**src/rtl/spi_arb2.sv**
```systemverilog
// spi_arb2: two-client arbiter/sequencer in front of the 16-bit SPI master.
// Build option: define SPI_ARB_RR_EN for round-robin on contention; otherwise
// req0 has fixed priority and no last-served pointer exists.
module spi_arb2 #(
    parameter int GAP_CYCLES = 2
) (
    input  logic        clk,
    input  logic        rst_n,
    input  logic        req0,
    input  logic        req1,
    input  logic [15:0] cmd0,
    input  logic [15:0] cmd1,
    input  logic        done,
    input  logic [15:0] rd_data,
    output logic        wrt,
    output logic [15:0] cmd,
    output logic [15:0] resp_data,
    output logic        vld0,
    output logic        vld1,
    output logic        busy
);

    localparam int GW = (GAP_CYCLES < 1) ? 1 : $clog2(GAP_CYCLES + 1);

    typedef enum logic [1:0] {IDLE, ISSUE, WAIT, GAP} state_t;

    state_t          state, state_d;
    logic            owner, owner_d;
    logic            armed, armed_d;
    logic            win, grant;
    logic            vld0_d, vld1_d;
    logic [15:0]     cmd_d, resp_d;
    logic [GW-1:0]   cnt, cnt_d;

    assign grant = (state == IDLE) && (req0 || req1);

`ifdef SPI_ARB_RR_EN
    logic last;

    // on contention serve whoever was not served last; a lone request always wins
    always_comb win = (req0 && req1) ? ~last : req1;

    // last-served pointer moves only when a grant is made; reset favours req0
    always_ff @(posedge clk or negedge rst_n)
        if (!rst_n)
            last <= 1'b1;
        else if (grant)
            last <= win;
`else
    // req0 wins whenever it is asserted
    always_comb win = ~req0;
`endif

    // next-state and next-output logic; armed means done was seen low in WAIT,
    // so a done left high from the previous transaction cannot complete this one
    always_comb begin
        state_d = state;
        owner_d = owner;
        cmd_d   = cmd;
        resp_d  = resp_data;
        cnt_d   = cnt;
        vld0_d  = 1'b0;
        vld1_d  = 1'b0;
        armed_d = (state == WAIT) && (armed || !done);
        case (state)
            IDLE: begin
                if (grant) begin
                    state_d = ISSUE;
                    owner_d = win;
                    cmd_d   = win ? cmd1 : cmd0;
                end
            end
            ISSUE: state_d = WAIT;
            WAIT: begin
                if (vld0 || vld1) begin
                    state_d = (GAP_CYCLES == 0) ? IDLE : GAP;
                    cnt_d   = GW'(GAP_CYCLES);
                end else if (done && armed) begin
                    resp_d = rd_data;
                    vld0_d = ~owner;
                    vld1_d = owner;
                end
            end
            GAP: begin
                cnt_d = cnt - 1'b1;
                if (cnt == GW'(1))
                    state_d = IDLE;
            end
            default: state_d = IDLE;
        endcase
    end

    // state and registered outputs; wrt and busy are decoded from the next state
    always_ff @(posedge clk or negedge rst_n)
        if (!rst_n) begin
            state     <= IDLE;
            owner     <= 1'b0;
            armed     <= 1'b0;
            cnt       <= '0;
            cmd       <= '0;
            resp_data <= '0;
            wrt       <= 1'b0;
            vld0      <= 1'b0;
            vld1      <= 1'b0;
            busy      <= 1'b0;
        end else begin
            state     <= state_d;
            owner     <= owner_d;
            armed     <= armed_d;
            cnt       <= cnt_d;
            cmd       <= cmd_d;
            resp_data <= resp_d;
            wrt       <= (state_d == ISSUE);
            vld0      <= vld0_d;
            vld1      <= vld1_d;
            busy      <= (state_d != IDLE);
        end

endmodule

```
**config.mk**
```make
export PLATFORM = sky130hd
export DESIGN_NAME = spi_arb2
export DESIGN_NICKNAME = d
export VERILOG_FILES = /design/src/rtl/spi_arb2.sv
export SDC_FILE = /design/constraint.sdc
export NUM_CORES = 1
export LEC_CHECK = 0
export CAP_MARGIN = 20
export CORE_MARGIN = 2
export CORE_UTILIZATION = 45
export CTS_BUF_LIST = sky130_fd_sc_hd__clkbuf_8
export DETAILED_ROUTE_END_ITERATION = 6
export PLACE_DENSITY = 0.93
export SYNTH_ARGS = -nofsm -noshare
export SYNTH_HDL_FRONTEND = slang
export SYNTH_SLANG_ARGS = --single-unit
```
**constraint.sdc**
```tcl
create_clock -name clk -period 5.45 [get_ports clk]
set_input_delay 1.09 -clock clk [delete_from_list [all_inputs] [get_ports clk]]
set_output_delay 1.09 -clock clk [all_outputs]
set_load 0.02 [all_outputs]
```
# == Word level (Yosys, flattened, before mapping) ==
# Cells that the tools add are included.
# op_classes
n_reduce_logical,13
n_addsub,1
bitwise,3
n_mux,13
n_eq_ne,6
# op_table
cell,n
two-way mux 16 bit,1
two-way mux 2 bit,4
case mux 2 bit (4 select lines),1
equality test 2 x 1 -> 1 bit (second input constant),3
two-way mux 1 bit,6
equality test 2 bit (second input constant),2
case mux 2 bit (2 select lines),1
AND reduction 2 bit,2
nonzero test 2 bit,2
logical AND 1 bit,3
logical OR 1 bit,3
inverter 1 bit,3
AND reduction 3 bit,1
logical NOT 2 bit,1
!= test 2 x 1 -> 1 bit (second input constant),1
subtractor 2 x 1 -> 2 bit (second input constant),1
logical NOT 1 bit,1
# totals
wordCells,46
register_bits,42

# == Logic depth before layout (Yosys ltp) ==
# Gate-level depths: netlist (run 1).
# logic_depth
ltp_word,5
mapped_depth,5
depth_no_buf,5

# == Worst setup path before layout (run 1) ==
# OpenSTA, ideal clock, no wires.
# synth_path
path_kind,input -> register
start,in req0
end,reg cmd[0]
path_slack_ns,3.102
arrival_ns,2.223
setup_ns,0.125
cell_stages,4
required_ns,5.325
path_buffers,2
cell_sequence,buf_2 -> buf_1 -> mux2_2 -> mux2_2
# synth_via
elab_chain_cells,3
elab_cells_between_ends,4
cone_classes,mux: 1; reduce/logical: 3
# synth_lines
element,line,source
start: declaration,9,"input logic req0,"
logical OR 1 bit,35,assign grant = (state == IDLE) && (req0 || req1);
logical AND 1 bit,35,
AND reduction 2 bit (no line),n/a,
end signal: assignment,111,cmd <= cmd_d;
end: declaration,16,"output logic [15:0] cmd,"
# Parallel ways exist; a longest one is shown, timed or not.
# A chain may end at the register's enable or synchronous reset.

# == Worst setup path after layout (run 1) ==
# layout_path
start,in req0
end,reg cmd[13]
# The elaborated chain is that of the path after synthesis.

==> flow_metrics.py, run 1 <==
metrics = {
    "outcome": {
        "status": "finished clean",
    },
    "min_path": {
        "hp-start": "owner$_DFFE_PN0P_",
        "hold_end": "vld0$_DFF_PN0_",
        "hold_path.class": "reg -> reg",
        "whs_path_depth": 1,
    },
    "detailed_routing": {
        "drtIter0Drc": 46,
        "wl_per_cell_um": 14.1,
        "via_per_inst": 4.82,
        "postRouteWirelength_um": 3680,
        "vias": 1252,
        "route.detailed.drc": 0,
        "antenna_left": 0,
        "dr.pass1.iters": 4,
    },
    "yosys": {
        "yosysUniqueCellTypes": 18,
        "ys_warn_count": 0,
        "avgSynthCellArea_um2": 15.0,
        "netlist_instances": 120,
        "ys_ff_latch": 42,
        "seq_area_frac_synth": 0.583,
        "synth_fp_nets": 174,
        "netlist_area_um2": 1800,
    },
    "floorplan": {
        "ios": 89,
        "dieArea_um2": 4530,
        "die_h_um": 67.3,
        "initial_core_util": 0.461,
        "rows": 23,
        "core_area_um2": 3910,
        "die_w_um": 67.3,
    },
    "placement": {
        "port-buffer-count": 88,
        "gp_congestion": 0.690,
        "dp_hpwl_um": 2740,
        "placedCellCount": 253,
    },
    "global_routing": {
        "grt_start_max_net_pins": 43,
        "grtUsageTotal": 0.182,
        "grt_overflow": 0,
        "grt_pass1_wl_um": 5940,
        "grt_pass1_vias": 1294,
        "antenna_found_initial": 0,
    },
    "final_layout": {
        "layoutNonFillerInstCount": 260,
        "area_growth_syn_to_layout_pct": 53.8,
        "finalNetCount": 264,
        "multiInputGateArea_um2": 692,
        "final_common_cell": "clkdlybuf4s50_1",
        "antenna_cells": 0,
        "drive_above_1_share": 0.271,
        "seq_area_um2": 1050,
        "most-common-layout-cells": "clkdlybuf4s50_1, dfrtp_1, mux2_2",
        "num-fill-cells": 306,
    },
    "clocking": {
        "clock_latency_ns": 0.28,
        "cts_buffers": 5,
        "clk_pin_slew_ns": 0.07,
        "ctsResizeCount": 0,
        "post_cts_buffers": 0,
        "hold_buffers": 0,
        "cts-root-buf": "clkbuf_8",
        "cts_max_path_buffers": 2,
        "cts.sinks": 42,
        "h-tree-depth": 2,
        "tritoncts": "done",
    },
    "worst_setup_path": {
        "critPathRequiredTime_ns": 5.62,
        "cp_num_buf_inv": 1,
        "timing.rr.start": "state[0]$_DFF_PN0_",
        "critical_path.max_fanout": 19,
        "end_kind": "register",
        "cp_slowest_cell": "o21ai_2",
        "critPathLaunchType": "input port",
        "path_delay_family": "compound AO/OA/AOI/OAI gates",
        "cpPeakStageDelay_ns": 0.91,
        "r2r_setup_slack_ns": 3.74,
        "critPathKind": "in -> reg",
        "reg2reg_depth": 3,
        "arrival_ns": 3.24,
        "reg2reg_to": "resp_data[12]$_DFFE_PN0P_",
        "cp_cell_sequence": "clkdlybuf4s50_1 > o21ai_2 > mux2_2",
    },
    "sta": {
        "slew_viol_final": 0,
        "fin_crit_ns": 3.07,
        "final_hold_viol_count": 0,
        "fmax_mhz": 326,
        "finalSetupTns_ns": 0,
        "max_slew.worst_pin.slew_ns": 0.899,
        "holdWs_ns": 0.474,
        "rsz0062_at_grt": "false",
        "skew_ns": 0.00275,
        "relSlewSlack": 0.401,
        "period_share": 0.563,
        "setup_violations": 0,
    },
    "flow_run": {
        "cap_violations": 0,
    },
    "pwr": {
        "power.leakage_uw": 0.00121,
        "power_density_nw_per_um2": 529,
        "irDropWorstVdd_mv": 0.265,
    },
}
how the worst max path moves through the flow:
| stage | start | end | depth (start not counted) |
|---|---|---|---|
| after floorplan | req0 | cmd[0]$_DFFE_PN0P_ | 4 |
| after global placement | req0 | cmd[5]$_DFFE_PN0P_ | 3 |
| after detailed placement | req0 | cmd[13]$_DFFE_PN0P_ | 3 |
| after CTS | req0 | cmd[13]$_DFFE_PN0P_ | 3 |
| after global routing | req0 | cmd[13]$_DFFE_PN0P_ | 3 |
| final | req0 | cmd[13]$_DFFE_PN0P_ | 3 |
kinds of logic (layout without fill, tap and decap cells):
family | Yosys count | in the layout | synth area share
buf+inv | 9 | 99 | 0.0333
simple gates | 11 | 11 | 0.0319
compound gates | 9 | 9 | 0.0285
fa+ha+maj | 1 | 1 | 0.00694
flops | 42 | 42 | 0.583
mux | 48 | 48 | 0.316
metal layers:
layer  part of all wire  track usage
met2               0.47        0.275
met5                  0            0
met4              0.014       0.0842
met1               0.40        0.216
met3               0.12       0.0933
state kept, by name, summed over array words and instances (netlist names):
signal	flops
cmd	16
resp_data	16
cnt	2
state	2
armed	1
busy	1
owner	1
vld0	1
vld1	1
wrt	1
through the flow:
stage / utilization / total power, uW / worst slack (ns) / instance area (um2)
final: 0.708 / 1470 / 2.38 / 2770
after global routing: 0.708 / 1570 / 2.20 / 2770
after CTS: 0.708 / 1490 / 2.33 / 2770
after detailed placement: 0.689 / 1300 / 2.02 / 2700
after global placement: 0.689 / 1280 / 2.10 / 2700
after floorplan: - / 964 / 3.10 / 1800
worst reg2reg max path, cell delays in order, from the launching register on:
cell,delay [ns]
dfrtp_1,0.42
nand2b_1,0.17
or4_4,0.66
mux2_4,0.36
synth_stat cells:
library cell,number,share of area
a21oi_1,5,0.014
and2_2,1,0.0042
buf_1,1,0.0021
buf_12,1,0.011
buf_2,2,0.0056
buf_6,1,0.0062
dfrtp_1,42,0.58
ha_1,1,0.0069
inv_1,4,0.0083
mux2_2,40,0.25
mux2_4,8,0.067
nand2_1,3,0.0062
nand2b_1,2,0.0069
nor2_1,4,0.0083
o21ai_0,2,0.0056
o21ai_2,1,0.0049
o31ai_1,1,0.0042
or4_4,1,0.0062
where the power goes:
| part | switching (uW) | total (uW) | internal, uW |
|---|---|---|---|
| registers | 81.2 | 546 | 465 |
| logic | 324 | 744 | 420 |
| clock network | 91.5 | 176 | 84.3 |
cell type report:
| cell class | count | area share |
|---|---|---|
| clock inverter | 2 | 0.00271 |
| tap | 50 | 0.0226 |
| sequential | 42 | 0.379 |
| timing repair buffer | 88 | 0.316 |
| clock buffer | 5 | 0.0248 |
| multi-input combinational | 69 | 0.250 |
| inverter | 4 | 0.00542 |
(Power assumes the default switching activity.)
==> run 2, diff against run 1 <==
--- a/config.mk
+++ b/config.mk
@@ -7,10 +7,10 @@
 export LEC_CHECK = 0
 export CAP_MARGIN = 20
 export CORE_MARGIN = 2
-export CORE_UTILIZATION = 45
+export CORE_UTILIZATION = 41
 export CTS_BUF_LIST = sky130_fd_sc_hd__clkbuf_8
 export DETAILED_ROUTE_END_ITERATION = 6
-export PLACE_DENSITY = 0.93
+export PLACE_DENSITY = 0.86
 export SYNTH_ARGS = -nofsm -noshare
 export SYNTH_HDL_FRONTEND = slang
 export SYNTH_SLANG_ARGS = --single-unit
==> constraint.sdc (replaced) <==
create_clock -name clk -period 3.15 [get_ports clk]
set_input_delay 0.63 -clock clk [delete_from_list [all_inputs] [get_ports clk]]
set_output_delay 0.63 -clock clk [all_outputs]
set_load 0.02 [all_outputs]
==> run 2 against run 1 <==
Non-clock buffer count up 3. Sequential power up 71%. Combinational power up 75%. Clock-buffer cell count unchanged. Cell area up 2.1%. First-iteration DRC count up 67%. Critical path type unchanged. Largest power group unchanged.
==> flow_metrics.py, run 2 (synthesis gave the netlist of run 1 again) <==
metrics = {
    "floorplan": {
        "die_h_um": 70.3,
        "core_area_um2": 4290,
        "dieArea_um2": 4940,
        "die_w_um": 70.3,
        "ios": 89,
        "initial_core_util": 0.420,
        "rows": 24,
    },
    "clocking": {
        "hold_buffers": 0,
        "clk_pin_slew_ns": 0.08,
        "ctsResizeCount": 0,
        "clock_latency_ns": 0.28,
        "cts_max_path_buffers": 2,
        "h-tree-depth": 2,
        "cts_buffers": 5,
        "cts.sinks": 42,
        "tritoncts": "done",
        "post_cts_buffers": 0,
        "cts-root-buf": "clkbuf_8",
    },
    "placement": {
        "gp_congestion": 0.772,
        "dp_hpwl_um": 2740,
        "port-buffer-count": 88,
        "pre_cts_ws_ns": 0.747,
        "placed_area_um2": 2720,
    },
    "final_layout": {
        "antenna_cells": 0,
        "final_common_cell": "clkdlybuf4s50_1",
        "finalInstanceArea_um2": 2830,
        "num-fill-cells": 359,
        "most-common-layout-cells": "clkdlybuf4s50_1, dfrtp_1, mux2_2",
        "drive_above_1_share": 0.294,
        "area_growth_syn_to_layout_pct": 57.0,
        "finalNetCount": 267,
        "top_regs": "cmd x16, resp_data x16",
    },
    "sta": {
        "skew_ns": 0.00557,
        "setup_violations": 0,
        "final_hold_viol_count": 0,
        "setup_ws_ns": 1.05,
        "period_share": 0.665,
        "relSlewSlack": 0.383,
        "fmax_mhz": 477,
        "max_slew.worst_pin.slew_ns": 0.926,
        "fin_crit_ns": 2.10,
        "holdWs_ns": 0.459,
        "finalSetupTns_ns": 0,
        "rsz0062_at_grt": "false",
        "slew_viol_final": 0,
    },
    "detailed_routing": {
        "drtIter0Drc": 77,
        "postRouteWirelength_um": 3650,
        "dr.pass1.iters": 4,
        "wl_per_cell_um": 13.7,
        "antenna_left": 0,
        "via_per_inst": 4.86,
        "vias": 1293,
        "route.detailed.drc": 0,
    },
    "worst_setup_path": {
        "critPathLaunchType": "input port",
        "end_kind": "register",
        "critPathRequiredTime_ns": 3.32,
        "cp_cell_sequence": "clkdlybuf4s50_1 > buf_4 > o21ai_2 > buf_4 > mux2_2",
        "cpPeakStageDelay_ns": 0.63,
        "cp_slowest_cell": "clkdlybuf4s50_1",
        "arrival_ns": 2.26,
        "r2r_setup_slack_ns": 1.45,
        "cp_common_cell": "buf_4",
        "critical_path.max_fanout": 10,
        "critPathKind": "in -> reg",
    },
    "pwr": {
        "irDropWorstVdd_mv": 0.404,
        "power_density_nw_per_um2": 935,
        "power.leakage_uw": 0.00123,
    },
    "global_routing": {
        "antenna_found_initial": 0,
        "grt_start_max_net_pins": 43,
        "grtUsageTotal": 0.158,
        "grt_pass1_vias": 1306,
        "grt_overflow": 0,
        "grt_pass1_wl_um": 6150,
    },
    "min_path": {
        "hold_path.class": "reg -> reg",
    },
    "outcome": {
        "status": "finished clean",
    },
    "flow_run": {
        "cap_violations": 0,
    },
}
## run 2: cell count changes in the layout (fill, tap and decap cells not counted), sizes merged
cell,before,now
buf,1,4
clkinv,0,2
inv,6,4
bufinv,0,1
## run 2: final cells by class
class                      count  area (um2)  share of cell area
inverter                       4        15.0             0.00531
clock buffer                   5        68.8              0.0243
clock inverter                 3        40.0              0.0141
timing repair buffer          91         898               0.317
multi-input combinational     69         692               0.244
sequential                    42        1050               0.371
tap                           52        65.1              0.0230
## run 2: worst paths after layout
| check | from | to | cells after the start |
|---|---|---|---|
| setup / recovery | req0 | cmd[14]$_DFFE_PN0P_ | 5 |
| max in group asynchronous | rst_n | resp_data[2]$_DFFE_PN0P_ | 1 |
| min in group asynchronous | rst_n | resp_data[0]$_DFFE_PN0P_ | 1 |
| hold / removal | owner$_DFFE_PN0P_ | vld0$_DFF_PN0_ | 1 |
| hold reg to reg | owner$_DFFE_PN0P_ | vld0$_DFF_PN0_ | 1 |
| setup reg to reg | state[0]$_DFF_PN0_ | resp_data[12]$_DFFE_PN0P_ | 3 |
## run 2: routing by layer
layer / global-route usage / part of all wire / up-vias / wire [um]
met1: 0.195 / 0.40 / 624 / 1450
met4: 0.0897 / 0.031 / 0 / 112
met5: 0 / 0 / - / 0
li1: - / - / 604 / -
met3: 0.0433 / 0.082 / 8 / 299
met2: 0.247 / 0.49 / 57 / 1790
## run 2: power by group
part	internal, uW	total [uW]	switching (uW)
Combinational	735	1300	569
Clock	233	408	175
Sequential	803	935	132
## run 2: critical path, delay by kind of cell
kind | cells | cell delay [ns]
AOI/OAI and AO/OA | 1 | 0.15
muxes | 1 | 0.35
buffers and inverters | 3 | 1.14
## run 2: through the flow
step	total power [uW]	instances	utilization
2_1_floorplan	1670	120	-
3_3_place_gp	2230	258	0.634
3_5_place_dp	2260	258	0.634
4_1_cts	2680	266	0.659
5_1_grt	2800	266	0.659
6_report	2650	266	0.659
==> run 3, diff against run 2 <==
==> constraint.sdc (replaced) <==
create_clock -name clk -period 2.1 [get_ports clk]
set_input_delay 0.42 -clock clk [delete_from_list [all_inputs] [get_ports clk]]
set_output_delay 0.42 -clock clk [all_outputs]
set_load 0.02 [all_outputs]
==> run 3 against run 2 <==
Worst setup slack worse by 0.69 ns. Clock-buffer cell count up 1. Combinational power grew 53%. Critical endpoint is now vld0. Sequential power grew 53%. Sequential cell count unchanged. Routed wire length grew 11%. Largest cell class unchanged.
==> flow_metrics.py, run 3 (synthesis gave the netlist of run 1 again) <==
metrics = {
    "sta": {
        "skew_ns": 0.00662,
        "setup_ws_ns": 0.366,
        "final_hold_viol_count": 0,
        "finalSetupTns_ns": 0,
        "setup_violations": 0,
        "holdWs_ns": 0.440,
        "slew_viol_final": 0,
        "max_slew.worst_pin.slew_ns": 0.479,
        "fmax_mhz": 577,
        "rsz0062_at_grt": "false",
        "relSlewSlack": 0.678,
        "fin_crit_ns": 1.73,
        "period_share": 0.826,
    },
    "global_routing": {
        "antenna_found_initial": 0,
        "grtUsageTotal": 0.179,
        "grt_overflow": 0,
        "grt_start_max_net_pins": 41,
        "grt_pass1_wl_um": 6840,
        "grt_pass1_vias": 1378,
    },
    "final_layout": {
        "finalNetCount": 269,
        "drive_above_1_share": 0.296,
        "area_growth_syn_to_layout_pct": 57.9,
        "finalInstanceArea_um2": 2850,
        "most-common-layout-cells": "clkdlybuf4s50_1, dfrtp_1, mux2_2",
        "final_common_cell": "clkdlybuf4s50_1",
        "top_regs": "cmd x16, resp_data x16",
        "antenna_cells": 0,
    },
    "pwr": {
        "power.leakage_uw": 0.00124,
        "power_density_nw_per_um2": 1390,
        "irDropWorstVdd_mv": 0.631,
    },
    "detailed_routing": {
        "via_per_inst": 4.83,
        "wl_per_cell_um": 15.2,
        "antenna_left": 0,
        "drtIter0Drc": 53,
        "vias": 1294,
        "route.detailed.drc": 0,
        "dr.pass1.iters": 4,
        "postRouteWirelength_um": 4060,
    },
    "clocking": {
        "h-tree-depth": 2,
        "cts.sinks": 42,
        "cts_max_path_buffers": 2,
        "cts-root-buf": "clkbuf_8",
        "clk_pin_slew_ns": 0.08,
        "clock_latency_ns": 0.29,
        "cts_buffers": 5,
        "tritoncts": "done",
    },
    "worst_setup_path": {
        "arrival_ns": 1.31,
        "end_kind": "output pin",
        "r2r_setup_slack_ns": 0.39,
        "critPathRequiredTime_ns": 1.68,
        "timing.rr.start": "state[0]$_DFF_PN0_",
        "critPathKind": "reg -> out",
        "path_delay_family": "buffers and inverters",
        "critPathLaunchType": "register",
        "reg2reg_depth": 3,
        "cp_slowest_cell": "clkdlybuf4s50_1",
        "critical_path.max_fanout": 3,
        "cpPeakStageDelay_ns": 0.62,
        "cp_cell_sequence": "clkdlybuf4s50_1",
        "cp_num_buf_inv": 1,
        "reg2reg_to": "resp_data[8]$_DFFE_PN0P_",
    },
    "placement": {
        "pre_cts_ws_ns": 0.0853,
        "port-buffer-count": 88,
        "gp_congestion": 0.719,
        "placed_area_um2": 2740,
        "dp_hpwl_um": 3010,
    },
    "floorplan": {
        "initial_core_util": 0.420,
        "ios": 89,
        "dieArea_um2": 4940,
        "die_h_um": 70.3,
        "die_w_um": 70.3,
        "rows": 24,
        "core_area_um2": 4290,
    },
    "min_path": {
        "hold_path.class": "in -> async",
    },
    "outcome": {
        "status": "finished clean",
    },
    "flow_run": {
        "cap_violations": 0,
    },
}
==> run 3: cell count changes in the layout (fill, tap and decap cells not counted), sizes merged <==
cell | before | now
buf | 4 | 5
bufinv | 1 | 0
clkbuf | 5 | 6
clkinv | 2 | 1
clkinvlp | 0 | 1
dlygate4sd3 | 0 | 1
==> run 3: timing repair <==
item | CTS | global route
hold buffers | 1 | 0
hold endpoints to repair | 2 | 0
gates resized for setup | 0 | 0
buffers inserted | 0 | 0
==> run 3: report_power, final <==
part | internal (uW) | total [uW] | switching, uW
clock | 264 | 539 | 275
combinational | 1110 | 1990 | 878
sequential | 1210 | 1430 | 222
total | 2580 | 3960 | 1370
==> run 3: worst max-delay path by stage <==
stage	cells past startpoint	startpoint	end
5_1_grt	1	vld0$_DFF_PN0_	vld0
3_5_place_dp	4	done	resp_data[12]$_DFFE_PN0P_
6_report	1	vld0$_DFF_PN0_	vld0
2_1_floorplan	5	state[0]$_DFF_PN0_	resp_data[10]$_DFFE_PN0P_
3_3_place_gp	4	done	resp_data[10]$_DFFE_PN0P_
4_1_cts	1	vld0$_DFF_PN0_	vld0
==> run 3: through the flow <==
step           total power [uW]  utilization  std cells
6_report                   3960        0.663        268
3_5_place_dp               3440        0.638        259
4_1_cts                    4000        0.663        268
2_1_floorplan              2500            -        120
5_1_grt                    4180        0.663        268
3_3_place_gp               3360        0.638        259
==> run 3: area by class of cell <==
type | count | area, um2
fillers | 336 | 1450
flip-flops and latches | 42 | 1050
multi-input cells | 69 | 692
repair buffers | 93 | 928
well taps | 52 | 65.1
clock inverters | 2 | 12.5
inverters | 4 | 15.0
clock buffers | 6 | 82.6
==> run 3: per-layer routing <==
| layer | vias to the layer above | wire, um | GRT usage |
|---|---|---|---|
| met2 | 58 | 2060 | 0.298 |
| met1 | 618 | 1640 | 0.218 |
| li1 | 612 | - | - |
| met5 | - | 0 | 0 |
| met3 | 6 | 297 | 0.0563 |
| met4 | 0 | 65 | 0.0641 |
==> run 3: worst reg2reg max path, cell delays in order, from the launching register on <==
cell      delay, ns
dfrtp_1        0.42
nand2b_1       0.18
or4_4          0.66
mux2_4         0.35
